**config.mk**
```make
export PLATFORM = sky130hd
export DESIGN_NAME = pacman_move_flat
export DESIGN_NICKNAME = d
export VERILOG_FILES = /design/src/rtl/pacman_move_if.sv /design/src/rtl/pacman_move.sv /design/src/flat_wrapper.sv
export SDC_FILE = /design/constraint.sdc
export NUM_CORES = 1
export LEC_CHECK = 0
export BUFFER_PORTS_ARGS = -buffer_cell sky130_fd_sc_hd__buf_2
export CORE_ASPECT_RATIO = 0.9
export CORE_MARGIN = 10
export CORE_UTILIZATION = 50
export DETAILED_ROUTE_END_ITERATION = 6
export GPL_ROUTABILITY_DRIVEN = 1
export PLACE_DENSITY = 0.7
export SLEW_MARGIN = 25
export SYNTH_ARGS = -nofsm -noshare
export SYNTH_HDL_FRONTEND = slang
export SYNTH_SLANG_ARGS = --single-unit
export TNS_END_PERCENT = 5
```
**constraint.sdc**
```tcl
create_clock -name clk -period 7.54 [get_ports clk]
set_input_delay 0.377 -clock clk [delete_from_list [all_inputs] [get_ports clk]]
set_output_delay 0.377 -clock clk [all_outputs]
set_load 0.01 [all_outputs]
```
**src/rtl/pacman_move_if.sv**
```systemverilog
// Wall-map query port: the mover asks whether a candidate pixel is a wall,
// the map answers with a one-cycle acknowledge carrying the verdict.
`timescale 1ns/1ps
interface pacman_move_if;
  logic       q_req;
  logic [8:0] q_x;
  logic [8:0] q_y;
  logic       q_wall;
  logic       q_ack;

  modport master (output q_req, q_x, q_y, input q_wall, q_ack);
  modport slave  (input q_req, q_x, q_y, output q_wall, q_ack);
endinterface

```
**src/rtl/pacman_move.sv**
```systemverilog
// Pacman player movement: button conditioning, buffered turn request and a
// one-pixel-per-step mover that checks every candidate pixel against the maze
// wall map before committing to it.
`timescale 1ns/1ps
module pacman_move #(
  parameter int START_X    = 240,
  parameter int START_Y    = 240,
  parameter int X_MIN      = 16,
  parameter int X_MAX      = 464,
  parameter int Y_MIN      = 16,
  parameter int Y_MAX      = 464,
  parameter int STEP_DIV   = 10,
  parameter int DEB_TICKS  = 8,
  parameter int TILE_SHIFT = 4
) (
  input  logic                clk,
  input  logic                reset,
  input  logic                tick,
  input  logic [3:0]          btn,
  pacman_move_if.master       wall,
  output logic [8:0]          p_x,
  output logic [8:0]          p_y,
  output logic [1:0]          dir,
  output logic                moving
);

  localparam logic [1:0] D_UP = 2'd0, D_DOWN = 2'd1, D_LEFT = 2'd2, D_RIGHT = 2'd3;
  localparam int DW = (DEB_TICKS > 1) ? $clog2(DEB_TICKS) : 1;
  localparam int SW = (STEP_DIV > 1) ? $clog2(STEP_DIV) : 1;
  localparam logic [DW-1:0] DEB_LAST  = DW'(DEB_TICKS - 1);
  localparam logic [SW-1:0] STEP_LAST = SW'(STEP_DIV - 1);
  localparam logic [8:0] X_MIN9 = 9'(X_MIN), X_MAX9 = 9'(X_MAX);
  localparam logic [8:0] Y_MIN9 = 9'(Y_MIN), Y_MAX9 = 9'(Y_MAX);
  localparam logic [8:0] START_X9 = 9'(START_X), START_Y9 = 9'(START_Y);

  typedef enum logic [2:0] {
    S_IDLE, S_TRY_TURN, S_WAIT_TURN, S_TRY_FWD, S_WAIT_FWD, S_MOVE
  } state_t;

  state_t          state;
  logic [1:0]      tick_sync;
  logic            tick_d, tick_p;
  logic [3:0]      btn_m, btn_s, btn_acc;
  logic [DW-1:0]   deb_cnt [4];
  logic [3:0]      press;
  logic            press_any;
  logic [1:0]      press_dir;
  logic [SW-1:0]   step_cnt;
  logic            step_wrap, step_pend;
  logic            req_v;
  logic [1:0]      req_dir, cand_dir, try_dir;
  logic            eff_req_v;
  logic [1:0]      eff_req_dir;
  logic            aligned;
  logic [8:0]      cand_x, cand_y;
  logic            cand_ok;

  // Synchronize tick and buttons, and turn the tick rise into a one-cycle pulse.
  // NOTE: registers take non-blocking assignments so every flop samples pre-edge values.
  always_ff @(posedge clk or negedge reset) begin
    if (!reset) begin
      tick_sync <= '0;
      tick_d    <= 1'b0;
      tick_p    <= 1'b0;
      btn_m     <= '0;
      btn_s     <= '0;
    end else begin
      tick_sync <= {tick_sync[0], tick};
      tick_d    <= tick_sync[1];
      tick_p    <= tick_sync[1] & ~tick_d;
      btn_m     <= btn;
      btn_s     <= btn_m;
    end
  end

  // Press detection, priority encode and the effective request seen by a step.
  // NOTE: every combinational output is defaulted first so no path can infer a latch.
  always_comb begin
    press     = '0;
    press_dir = D_UP;
    for (int i = 0; i < 4; i++)
      press[i] = tick_p && btn_s[i] && !btn_acc[i] && (deb_cnt[i] == DEB_LAST);
    for (int i = 3; i >= 0; i--)
      if (press[i]) press_dir = 2'(i);
    press_any   = |press;
    eff_req_v   = press_any | req_v;
    eff_req_dir = press_any ? press_dir : req_dir;
    aligned     = (p_x[TILE_SHIFT-1:0] == '0) && (p_y[TILE_SHIFT-1:0] == '0);
    step_wrap   = tick_p && (step_cnt == STEP_LAST);
  end

  // Candidate pixel one step along the direction being tried, range-checked first.
  always_comb begin
    try_dir = (state == S_TRY_TURN) ? cand_dir : dir;
    cand_x  = p_x;
    cand_y  = p_y;
    cand_ok = 1'b0;
    case (try_dir)
      D_UP:    begin cand_ok = (p_y > Y_MIN9); cand_y = p_y - 9'd1; end
      D_DOWN:  begin cand_ok = (p_y < Y_MAX9); cand_y = p_y + 9'd1; end
      D_LEFT:  begin cand_ok = (p_x > X_MIN9); cand_x = p_x - 9'd1; end
      default: begin cand_ok = (p_x < X_MAX9); cand_x = p_x + 9'd1; end
    endcase
  end

  // Debounce: a level must differ from the accepted one for DEB_TICKS samples in a row.
  // NOTE: this small counter array is plain flops, so it is reset like any other register.
  always_ff @(posedge clk or negedge reset) begin
    if (!reset) begin
      btn_acc <= '0;
      for (int i = 0; i < 4; i++) deb_cnt[i] <= '0;
    end else if (tick_p) begin
      for (int i = 0; i < 4; i++) begin
        if (btn_s[i] == btn_acc[i]) begin
          deb_cnt[i] <= '0;
        end else if (deb_cnt[i] == DEB_LAST) begin
          btn_acc[i] <= btn_s[i];
          deb_cnt[i] <= '0;
        end else begin
          deb_cnt[i] <= deb_cnt[i] + 1'b1;
        end
      end
    end
  end

  // Step timer, turn request buffer and the movement FSM with its registered outputs.
  always_ff @(posedge clk or negedge reset) begin
    if (!reset) begin
      state      <= S_IDLE;
      step_cnt   <= '0;
      step_pend  <= 1'b0;
      req_v      <= 1'b0;
      req_dir    <= D_UP;
      cand_dir   <= D_LEFT;
      dir        <= D_LEFT;
      p_x        <= START_X9;
      p_y        <= START_Y9;
      moving     <= 1'b0;
      wall.q_req <= 1'b0;
      wall.q_x   <= START_X9;
      wall.q_y   <= START_Y9;
    end else begin
      if (tick_p) step_cnt <= step_wrap ? '0 : step_cnt + 1'b1;
      if (step_wrap) step_pend <= 1'b1;
      if (press_any) begin
        req_v   <= 1'b1;
        req_dir <= press_dir;
      end
      case (state)
        S_IDLE: if (step_pend) begin
          step_pend <= step_wrap;
          if (eff_req_v && eff_req_dir == dir) begin
            req_v <= 1'b0;
            state <= S_TRY_FWD;
          end else if (eff_req_v && (eff_req_dir == (dir ^ 2'b01) || aligned)) begin
            cand_dir <= eff_req_dir;
            state    <= S_TRY_TURN;
          end else begin
            state <= S_TRY_FWD;
          end
        end
        S_TRY_TURN, S_TRY_FWD: begin
          if (cand_ok) begin
            wall.q_x   <= cand_x;
            wall.q_y   <= cand_y;
            wall.q_req <= 1'b1;
            state      <= (state == S_TRY_TURN) ? S_WAIT_TURN : S_WAIT_FWD;
          end else if (state == S_TRY_TURN) begin
            state <= S_TRY_FWD;
          end else begin
            moving <= 1'b0;
            state  <= S_IDLE;
          end
        end
        S_WAIT_TURN: if (wall.q_ack) begin
          wall.q_req <= 1'b0;
          if (!wall.q_wall) begin
            dir <= cand_dir;
            if (!press_any) req_v <= 1'b0;
            state <= S_MOVE;
          end else begin
            state <= S_TRY_FWD;
          end
        end
        S_WAIT_FWD: if (wall.q_ack) begin
          wall.q_req <= 1'b0;
          if (!wall.q_wall) begin
            state <= S_MOVE;
          end else begin
            moving <= 1'b0;
            state  <= S_IDLE;
          end
        end
        S_MOVE: begin
          p_x    <= wall.q_x;
          p_y    <= wall.q_y;
          moving <= 1'b1;
          state  <= S_IDLE;
        end
        default: state <= S_IDLE;
      endcase
    end
  end

endmodule

```
**src/flat_wrapper.sv**
```systemverilog
// flat-port wrapper written by rule: the top's interface ports become plain ports
module pacman_move_flat 
#(
  parameter int START_X    = 240,
  parameter int START_Y    = 240,
  parameter int X_MIN      = 16,
  parameter int X_MAX      = 464,
  parameter int Y_MIN      = 16,
  parameter int Y_MAX      = 464,
  parameter int STEP_DIV   = 10,
  parameter int DEB_TICKS  = 8,
  parameter int TILE_SHIFT = 4
)
  (clk, reset, tick, btn, p_x, p_y, dir, moving, wall_q_req, wall_q_x, wall_q_y, wall_q_wall, wall_q_ack);
  pacman_move_if wall_i ();
  input  logic clk;
  input  logic reset;
  input  logic tick;
  input  logic [3:0] btn;
  output logic [8:0] p_x;
  output logic [8:0] p_y;
  output logic [1:0] dir;
  output logic moving;
  output wire logic [$bits(wall_i.q_req)-1:0] wall_q_req;
  output wire logic [$bits(wall_i.q_x)-1:0] wall_q_x;
  output wire logic [$bits(wall_i.q_y)-1:0] wall_q_y;
  input wire logic [$bits(wall_i.q_wall)-1:0] wall_q_wall;
  input wire logic [$bits(wall_i.q_ack)-1:0] wall_q_ack;
  assign wall_q_req = wall_i.q_req;
  assign wall_q_x = wall_i.q_x;
  assign wall_q_y = wall_i.q_y;
  assign wall_i.q_wall = wall_q_wall;
  assign wall_i.q_ack = wall_q_ack;
  pacman_move #(.START_X(START_X), .START_Y(START_Y), .X_MIN(X_MIN), .X_MAX(X_MAX), .Y_MIN(Y_MIN), .Y_MAX(Y_MAX), .STEP_DIV(STEP_DIV), .DEB_TICKS(DEB_TICKS), .TILE_SHIFT(TILE_SHIFT)) u_core (.clk(clk), .reset(reset), .tick(tick), .btn(btn), .wall(wall_i), .p_x(p_x), .p_y(p_y), .dir(dir), .moving(moving));
endmodule
```
Yosys cells after proc, flatten, opt, wreduce, memory -nomap -nowiden

Index checks and enable logic that the tools add are counted.
W data, S select, Z words.

Input port bits: 9
Flip-flop bits (word level): 81
Output and inout port bits: 40
Word-level logic and storage cells: 163

Bitwise gates (word level): 10
Eq/ne operators: 26
Order comparisons: 4
Muxes and demuxes: 47
Add/sub/neg operators: 9
Reductions and logical operators: 41

Operators by type and width:

| kind                  | number |
|---|---|
| $mux W3               | 16 |
| $pmux W9 S2           | 2 |
| $reduce_and A3 Y1     | 7 |
| $add A9 B1 Y9 const B | 2 |
| $eq A3 B3 Y1 const B  | 6 |
| $gt A9 B5 Y1 const B  | 2 |
| $lt A9 B9 Y1 const B  | 2 |
| $sub A9 B1 Y9 const B | 2 |
| $logic_and A1 B1 Y1   | 16 |
| $mux W2               | 8 |
| $mux W1               | 15 |
| $add A3 B1 Y3 const B | 4 |
| $pmux W3 S4           | 1 |
| $ne A2 B2 Y1 const B  | 5 |
| $logic_not A4 Y1      | 2 |
| $not A1 Y1            | 8 |
| $eq A3 B2 Y1 const B  | 2 |
| $ne A2 B1 Y1 const B  | 3 |
| $pmux W1 S3           | 2 |
| $reduce_or A2 Y1      | 3 |
| $reduce_and A5 Y1     | 1 |
| $add A4 B1 Y4 const B | 1 |
| $eq A1 B1 Y1          | 4 |
| $eq A2 B2 Y1          | 2 |
| other kinds (17)      | 21 |

Depth between registers and ports, before layout

Gate-level depths: netlist (run 1).

Depth after elaboration: 15
Gate-level depth with buffers: 11
Gate-level depth less buffers: 11

Worst setup path after synthesis (run 1)

No wires, ideal clock.

Kind: register to register
From: register u_core.state[1]
To: register u_core.wall.q_y[8]
Required time: 7413 ps
Path slack: 4716 ps
Buffers on the path: 0
Library setup time: 127 ps
Data arrival time: 2696 ps
Cell stages (with the launch flop): 10
Path through: dfrtp_1 > or3b_4 > mux2i_4 > ha_1 > a21oi_1 > o211ai_1 > o41ai_1 > mux2i_1 > xor2_1 > mux2_1

Longest elaborated chain between the ends: 5

RTL lines:

| item                                 | RTL line                              | source |
|---|---|---|
| from (decl)                          | pacman_move.sv:40                     | `state_t state;` |
| from (signal assigned)               | pacman_move.sv:167                    | `state <= (state == S_TRY_TURN) ? S_WAIT_TURN : S_WAIT_FWD;` |
| $eq A3 B1 Y1                         | pacman_move.sv:94, pacman_move.sv:149 |  |
| $mux W2                              | pacman_move.sv:94                     | `try_dir = (state == S_TRY_TURN) ? cand_dir : dir;` |
| $eq A2 B2 Y1 (tied with other cells) | pacman_move.sv:98                     | `case (try_dir)` |
| $pmux W1 S3                          | pacman_move.sv:98                     |  |
| $reduce_and A2 Y1 (no source line)   | -                                     |  |
| to (signal assigned)                 | pacman_move.sv:165                    | `wall.q_y <= cand_y;` |
| to (decl)                            | pacman_move_if.sv:11                  | `modport master (output q_req, q_x, q_y, input q_wall, q_ack);` |

Parallel ways exist; a longest one is shown, timed or not.
A chain may end at the register's enable or synchronous reset.

Worst setup path after layout (run 1)

Same ends and word-level chain as after synthesis.

==> impl_metrics.toml, run 1 <==
[run_status]
status = "completed"

[setup_path]
r2r-start = "u_core.state[1]$_DFFE_PN0P_"
end_kind = "register"
timing.reg2reg.setup_slack_ps = 4210
crit_arrival_ps = 3580
cp-start-kind = "register"
required_ps = 7790
cpPeakStageDelay_ps = 550
cp_max_fo = 16
r2r-end = "u_core.wall.q_y[8]$_DFFE_PN0P_"
slowest_stage = "dfrtp_1"
worstRegToRegCells = 9
crit_chain = "or3b_4 -> mux2i_4 -> ha_1 -> a21oi_1 -> o211ai_1 -> o41ai_1 -> mux2i_1 -> xor2_1 -> mux2_1"
critPathKind = "register to register"

[yosys]
synth.cell_area_um2 = 4510
synth_edf_count = 0
yosysWarnings = 0
synthArstFlopShare_pct = 100
synth_seq_cells = 81
avgSynthCellArea_um2 = 10.7
seq_area_frac_synth_pct = 45.4
synth_top_flop_cell = "dfrtp_1"
synth_cells = 420
syn_nets = 455
yosysUniqueCellTypes = 60

[clock_network]
clockRootBuffer = "clkbuf_8"
cts_hold_buf = 0
cts_tree = "yes"
post_cts_resized = 0
clk_pin_slew_worst_paths_ps = 90
cts_setup_buffers = 0
clk-insertion-delay-late_ps = 360
cts_buffers = 9
h-tree-depth = 3
cts_max_path_buffers = 2
clkSinkCount = 81

[run]
drv_cap = 0

[global_routing]
grt_pass1_vias = 3155
antenna_found_initial = 0
gr-total-overflow = 0
grt_usage_pct = 13.9
grt_pass1_wl_um = 15200
grt_max_degree = 82

[sta]
fin_ws_ps = 4210
finClkSkew_ps = 8.47
rsz0062_at_grt = "false"
setup_violations = 0
slew_headroom_pct = 38.8
fin_crit_ps = 3330
hold_viol = 0
max_slew.worst_pin.slew_ps = 906
final_max_slew_viol_count = 0
max_freq_mhz = 300
finalSetupTns_ps = 0
final.period_utilization_pct = 44.2

[power_and_ir_drop]
leakagePower_nw = 2.50
power_mw = 1.20
p_seq_share_pct = 45.0
power.internal_mw = 0.807
switching_share_pct = 32.7
pwr-share-comb_pct = 25.5
p_per_area_nw_per_um2 = 237
p_sw_mw = 0.393
clockPowerShare_pct = 29.5
max-vdd-ir-drop_v = 0.000126

[floorplan]
pin_count = 49
std_cell_rows = 32
die_width_um = 120
start_util_pct = 51.9
die_area_um2 = 13200
core-area_um2 = 8690
die_h_um = 110

[final_layout]
final_cells = 591
syn2layout_area_growth_pct = 12.4
num_antenna_cells = 0
final_util_pct = 58.4
nets = 502
final_cell_mix = "dfrtp_1 (62), buf_2 (47), nand2_1 (40)"
layout_commonest_cell = "dfrtp_1"
drive_gt1_share_pct = 26.1

[route]
avgViaCountPerCell = 5.41
routed_wl_um = 8850
drtAntennaViolNets = 0
drt_iter0_drc = 133
via_count = 3195
drt_first_pass_iters = 5
wire_per_inst_um = 15.0
drc = 0

[place]
place_congestion = 0.924
place_ws_ps = 4260
place.port_buffers = 48
place_hpwl_um = 6190
dp_cells = 575

[worst_hold_path]
hold_class = "primary input to async pin"
-- kinds of logic after synthesis --
| logic type | count (synthesis) | synth area share [%] |
|---|---|---|
| DFF | 81 | 45.4 |
| muxes | 56 | 14.1 |
| xor gates and xnor gates | 19 | 3.69 |
| AOI/OAI and AO/OA | 87 | 12.6 |
| and+or+nand+nor | 114 | 13.2 |
| buffers and inverters | 37 | 3.41 |
| adders and majority gates | 26 | 7.55 |
-- stage by stage --
stage	area, µm²	hold slack (ps)
2_1_floorplan	4510	81.4
3_5_place_dp	4850	335
6_report	5070	56.7
5_1_grt	5070	101
4_1_cts	5060	111
3_3_place_gp	4850	332
-- state kept, by name (all words and copies together) (netlist names), 9 cells and up --
register,cells
u_core.deb_cnt,12
u_core.p_x,9
u_core.p_y,9
u_core.wall.q_x,9
u_core.wall.q_y,9
-- worst max-delay path: cells and delay by family (launching register included) --
| kind | cells | cell delay (ps) |
|---|---|---|
| xor+xnor | 1 | 90 |
| fa+ha+maj | 1 | 360 |
| compound gates | 3 | 760 |
| flops | 1 | 550 |
| mux | 3 | 960 |
| simple gates | 1 | 500 |
-- power by group through the flow --
stage	clock network [mW]	registers, mW	logic, mW
after floorplan	0	0.522	0.259
after global placement	0	0.545	0.297
after detailed placement	0	0.548	0.305
after CTS	0.366	0.540	0.307
after global routing	0.385	0.550	0.348
final	0.354	0.540	0.306
-- worst max path at each step --
stage	start	endpoint
3_3_place_gp	u_core.state[1]$_DFFE_PN0P_	u_core.wall.q_y[8]$_DFFE_PN0P_
2_1_floorplan	u_core.state[1]$_DFFE_PN0P_	u_core.wall.q_y[8]$_DFFE_PN0P_
5_1_grt	u_core.state[0]$_DFFE_PN0P_	u_core.wall.q_x[7]$_DFFE_PN1P_
6_report	u_core.state[1]$_DFFE_PN0P_	u_core.wall.q_y[8]$_DFFE_PN0P_
3_5_place_dp	u_core.state[1]$_DFFE_PN0P_	u_core.wall.q_y[8]$_DFFE_PN0P_
4_1_cts	u_core.state[1]$_DFFE_PN0P_	u_core.wall.q_y[8]$_DFFE_PN0P_
-- synth_stat cells, types with 3 or more instances --
library cell	n	area (µm²)
a21o_1	3	22.5
and3_1	3	18.8
xnor2_1	10	87.6
inv_1	23	86.3
or3_1	3	18.8
mux2_2	29	327
mux2_1	17	191
mux2i_1	8	80.1
a21oi_1	16	80.1
ha_1	24	300
nor3_1	6	30.0
dfrtp_1	63	1580
nand2b_1	7	43.8
nor2b_1	6	37.5
nand3_1	4	20.0
a211oi_1	6	45.0
clkbuf_1	8	30.0
o22ai_1	10	62.6
nand2_1	40	150
o21ai_0	27	135
o21bai_1	3	22.5
buf_1	3	11.3
xor2_1	9	78.8
nand4b_1	4	35.0
dfstp_2	18	473
a31oi_1	4	25.0
and4b_1	3	30.0
nor2_1	22	82.6
-- cell type report --
class	count	area, µm²
Tap cell	119	149
Clock inverter	6	91.3
Fill cell	731	3620
Sequential cell	81	2050
Clock buffer	10	128
Multi-Input combinational cell	302	2310
Timing Repair Buffer	49	254
Inverter	24	90.1
-- routing by layer --
layer | share of wire [%] | GRT usage (%) | up-vias | routed length [µm]
met3 | 4.2 | 4.07 | 7 | 370
li1 | - | - | 1597 | -
met2 | 46 | 21.6 | 58 | 4050
met1 | 49 | 18.9 | 1533 | 4340
met5 | 0 | 0 | - | 0
met4 | 0.87 | 3.27 | 0 | 77
No activity file was read; power rests on OpenSTA's default activity.
==> run 2, diff against run 1 <==
PLACE_DENSITY = 0.72   (was 0.7)
clock period = 2.85 ns   (was 7.54 ns; I/O delays follow)
==> impl_metrics.toml, run 2 (synthesis gave the netlist of run 1 again) <==
[sta]
max_slew.worst_pin.slew_ps = 916
max_freq_mhz = 356
setup_violations = 0
final.period_utilization_pct = 98.5
fin_ws_ps = 42.3
rsz0062_at_grt = "true"
slew_headroom_pct = 38.0
fin_crit_ps = 2810
finClkSkew_ps = 6.75
hold_viol = 0
final_max_slew_viol_count = 0

[final_layout]
syn2layout_area_growth_pct = 21.2
register_area_um2 = 2050
nets = 531
layout_commonest_cell = "dfrtp_1"
drive_gt1_share_pct = 32.3
num_antenna_cells = 0
multiInputGateArea_um2 = 2440
largest_reg_flops = 12
regMostFlops = "u_core.deb_cnt"
final_cells = 620
fillers = 718
final_cell_mix = "dfrtp_1 (63), buf_2 (47), nand2_1 (40)"

[clock_network]
h-tree-depth = 3
cts_tree = "yes"
cts_buffers = 9
clkSinkCount = 81
clk-insertion-delay-late_ps = 340
clockRootBuffer = "clkbuf_8"
clk_pin_slew_worst_paths_ps = 90
cts_max_path_buffers = 2

[worst_hold_path]
hold_class = "primary input to register"

[global_routing]
grt_usage_pct = 14.4
antenna_found_initial = 0
grt_pass1_vias = 3306
gr-total-overflow = 0
grt_max_degree = 82
grt_pass1_wl_um = 15900

[route]
routed_wl_um = 9490
wire_per_inst_um = 15.3
avgViaCountPerCell = 5.35
drt_first_pass_iters = 4
drtAntennaViolNets = 0
drc = 0
via_count = 3319
drt_iter0_drc = 208

[setup_path]
crit_chain = "or3b_4 -> mux2i_4 -> fa_2 -> a21oi_4 -> o211ai_1 -> o41ai_2 -> mux2i_1 -> xor2_1 -> mux2_4"
cp-start-kind = "register"
slowest_stage = "or3b_4"
crit_arrival_ps = 3040
critPathKind = "register to register"
cpPeakStageDelay_ps = 460
end_kind = "register"
worst-path-buf-inv = 0
cp_max_fo = 5
required_ps = 3080
crit_family = "multiplexers"

[power_and_ir_drop]
max-vdd-ir-drop_v = 0.000374
p_per_area_nw_per_um2 = 619
leakagePower_nw = 2.66
power_mw = 3.38

[floorplan]
die_h_um = 110
start_util_pct = 51.9
pin_count = 49
die_width_um = 120
core-area_um2 = 8690
die_area_um2 = 13200
std_cell_rows = 32

[place]
place_hpwl_um = 6570
place.port_buffers = 48
place_congestion = 0.847
place_ws_ps = -78.6
dp_cells = 597

[run]
drv_cap = 0

[run_status]
status = "completed"
run 2: tightest hold or removal path, delay by kind of cell:
| family | cells | cell delay [ps] |
|---|---|---|
| AO/OA/AOI/OAI | 1 | 60 |
| AND/OR/NAND/NOR | 2 | 110 |
| buffers and inverters | 1 | 120 |
run 2: cell type report:
| type | instances | share of cell area, % |
|---|---|---|
| Multi-Input combinational cell | 302 | 44.6 |
| Sequential cell | 81 | 37.5 |
| Timing Repair Buffer | 78 | 9.13 |
| Tap cell | 119 | 2.72 |
| Clock buffer | 10 | 2.52 |
| Clock inverter | 6 | 1.78 |
| Inverter | 24 | 1.74 |
run 2: power by group:
| part | total [mW] | switching, mW | internal [mW] |
|---|---|---|---|
| Combinational | 1.03 | 0.550 | 0.476 |
| Clock | 0.977 | 0.445 | 0.532 |
| Sequential | 1.38 | 0.108 | 1.27 |
run 2: layer usage:
layer	routed length [µm]	track usage, %
met1	4450	18.1
met2	4580	24.8
met3	356	3.20
met4	102	4.13
met5	0	0
run 2: final timing paths:
kind / slack (ps) / from / to / depth (start not counted)
setup / recovery: 40 / u_core.state[1]$_DFFE_PN0P_ / u_core.wall.q_y[8]$_DFFE_PN0P_ / 9
hold / removal: 130 / wall_q_ack / u_core.wall.q_req$_DFFE_PN0P_ / 4
setup reg to reg: 40 / u_core.state[1]$_DFFE_PN0P_ / u_core.wall.q_y[8]$_DFFE_PN0P_ / 9
hold reg to reg: 350 / u_core.btn_m[2]$_DFF_PN0_ / u_core.btn_s[2]$_DFF_PN0_ / 0
max in group asynchronous: 1960 / reset / u_core.btn_s[0]$_DFF_PN0_ / 2
min in group asynchronous: 390 / reset / u_core.btn_s[3]$_DFF_PN0_ / 2
run 2: timing repair:
action / in CTS / in global routing
endpoints found under the setup margin: 2 / 7
hold buffers: 5 / 1
hold endpoints to repair: 5 / 63
gates resized for setup: 8 / 15
pin swaps: 5 / 14
setup buffers: 0 / 1
cloned: 0 / 0
run 2: through the flow:
step | util, % | hold slack [ps] | area (µm²) | setup TNS [ps]
floorplan | - | -153 | 4510 | 0
global placement | 57.8 | 250 | 5020 | 0
detailed placement | 57.8 | 252 | 5020 | -103
CTS | 61.8 | 2.23 | 5370 | -1.56
global route | 62.9 | 153 | 5470 | -396
finish | 62.9 | 129 | 5470 | 0
==> run 3, diff against run 2 <==
CORE_ASPECT_RATIO = not set   (was 0.9)
CORE_UTILIZATION = 53   (was 50)
PLACE_DENSITY = 0.76   (was 0.72)
==> impl_metrics.toml, run 3 (synthesis gave the netlist of run 1 again) <==
[power_and_ir_drop]
max-vdd-ir-drop_v = 0.000407
leakagePower_nw = 2.62
p_per_area_nw_per_um2 = 593

[route]
avgViaCountPerCell = 5.64
via_count = 3420
wire_per_inst_um = 15.7
drc = 0
routed_wl_um = 9490
drt_iter0_drc = 145
drtAntennaViolNets = 0
drt_first_pass_iters = 5

[global_routing]
grt_pass1_wl_um = 16100
antenna_found_initial = 0
grt_pass1_vias = 3433
gr-total-overflow = 0
gr-usage-met2_pct = 24.0
met3_usage_pct = 3.46
grt_busiest_layer = "met2"
grt_use_met1_pct = 19.3
grt_max_degree = 82
grt_usage_pct = 15.1

[setup_path]
cp-start-kind = "register"
critPathKind = "register to register"
r2r-end = "u_core.wall.q_y[8]$_DFFE_PN0P_"
worstRegToRegCells = 10
r2r-start = "u_core.state[2]$_DFFE_PN0P_"
cp_max_fo = 5
crit_arrival_ps = 3040
worst-path-buf-inv = 1
required_ps = 3080
timing.reg2reg.setup_slack_ps = 50
end_kind = "register"
slowest_stage = "or3b_4"
cpPeakStageDelay_ps = 450
crit_chain = "or3b_4 -> mux2i_4 -> buf_4 -> ha_1 -> nand3_1 -> o211ai_1 -> o41ai_2 -> mux2i_1 -> xor2_1 -> mux2_1"
crit_family = "multiplexers"

[sta]
final_max_slew_viol_count = 0
timing.hold.ws_ps = 118
max_freq_mhz = 357
rsz0062_at_grt = "true"
max_slew.worst_pin.slew_ps = 881
hold_viol = 0
fin_crit_ps = 2800
finalSetupTns_ps = 0
slew_headroom_pct = 41.1
setup_violations = 0
final.period_utilization_pct = 98.4
finClkSkew_ps = 10.9

[final_layout]
final_cells = 606
largest_reg_flops = 12
final_cell_mix = "dfrtp_1 (63), buf_2 (47), nand2_1 (40)"
syn2layout_area_growth_pct = 18.2
regMostFlops = "u_core.deb_cnt"
layout_commonest_cell = "dfrtp_1"
num_antenna_cells = 0
drive_gt1_share_pct = 31.7
nets = 531

[worst_hold_path]
min_path_cells = 4
hold_end = "u_core.wall.q_req$_DFFE_PN0P_"
hold_class = "primary input to register"
hold_start = "wall_q_ack"

[clock_network]
clockRootBuffer = "clkbuf_8"
cts_tree = "yes"
cts_max_path_buffers = 2
clk_pin_slew_worst_paths_ps = 90
clk-insertion-delay-late_ps = 360
cts_buffers = 9
clkSinkCount = 81
h-tree-depth = 3

[place]
place_hpwl_um = 6730
place.port_buffers = 48
dp_cells = 583
place_congestion = 0.862

[floorplan]
start_util_pct = 54.6
die_h_um = 112
core-area_um2 = 8260
std_cell_rows = 33
die_area_um2 = 12600
pin_count = 49
die_width_um = 112

[run_status]
status = "completed"

[run]
drv_cap = 0
## run 3: worst max path at each step
stage / start / endpoint / slack (ps) / cells after the start
2_1_floorplan: u_core.state[1]$_DFFE_PN0P_ / u_core.wall.q_y[8]$_DFFE_PN0P_ / 30 / 9
3_3_place_gp: u_core.state[1]$_DFFE_PN0P_ / u_core.wall.q_y[8]$_DFFE_PN0P_ / 5 / 9
3_5_place_dp: u_core.state[1]$_DFFE_PN0P_ / u_core.wall.q_x[7]$_DFFE_PN1P_ / -40 / 11
4_1_cts: u_core.state[1]$_DFFE_PN0P_ / u_core.wall.q_x[8]$_DFFE_PN0P_ / 9 / 10
5_1_grt: u_core.state[2]$_DFFE_PN0P_ / u_core.wall.q_x[8]$_DFFE_PN0P_ / -90 / 11
6_report: u_core.state[2]$_DFFE_PN0P_ / u_core.wall.q_y[8]$_DFFE_PN0P_ / 50 / 10
## run 3: what timing repair did
action / 4_1_cts / 5_1_grt
setup endpoints to repair: 2 / 7
endpoints found under the hold margin: 62 / 0
pin swaps: 0 / 7
hold buffers: 6 / 0
setup buffers: 0 / 1
resized for setup: 3 / 13
## run 3: layer usage
layer / wire, µm / vias up
li1: - / 1662
met1: 4370 / 1677
met2: 4550 / 66
met3: 378 / 15
met4: 191 / 0
met5: 0 / -
## run 3: where the power goes
part	switching, mW	leakage [nW]	internal, mW
clock	0.445	0.0904	0.324
sequential	0.108	1.02	1.27
combinational	0.543	1.51	0.471
total	1.10	2.62	2.07
## run 3: cell type report
cell class	instances	area, µm²
tap	105	131
clock buffer	9	124
timing repair buffer	78	499
clock inverter	7	52.6
sequential	81	2050
inverter	24	92.6
fill	645	2930
multi-input combinational	302	2380
## run 3: through the flow
stage | area [µm²] | power [mW] | utilization [%] | worst slack, ps
2_1_floorplan | 4510 | 2.07 | - | 26.3
3_3_place_gp | 5010 | 2.31 | 60.6 | 4.73
3_5_place_dp | 5010 | 2.36 | 60.6 | -35.0
4_1_cts | 5260 | 3.14 | 63.7 | 8.64
5_1_grt | 5330 | 3.38 | 64.6 | -88.4
6_report | 5330 | 3.16 | 64.6 | 45.6
## run 3: worst register-to-register path, stage by stage, from the launching register on
cell      delay [ps]
dfrtp_1          410
or3b_4           450
mux2i_4          230
buf_4            160
ha_1             300
nand3_1          100
o211ai_1         150
o41ai_2          250
mux2i_1          260
xor2_1            90
mux2_1           290
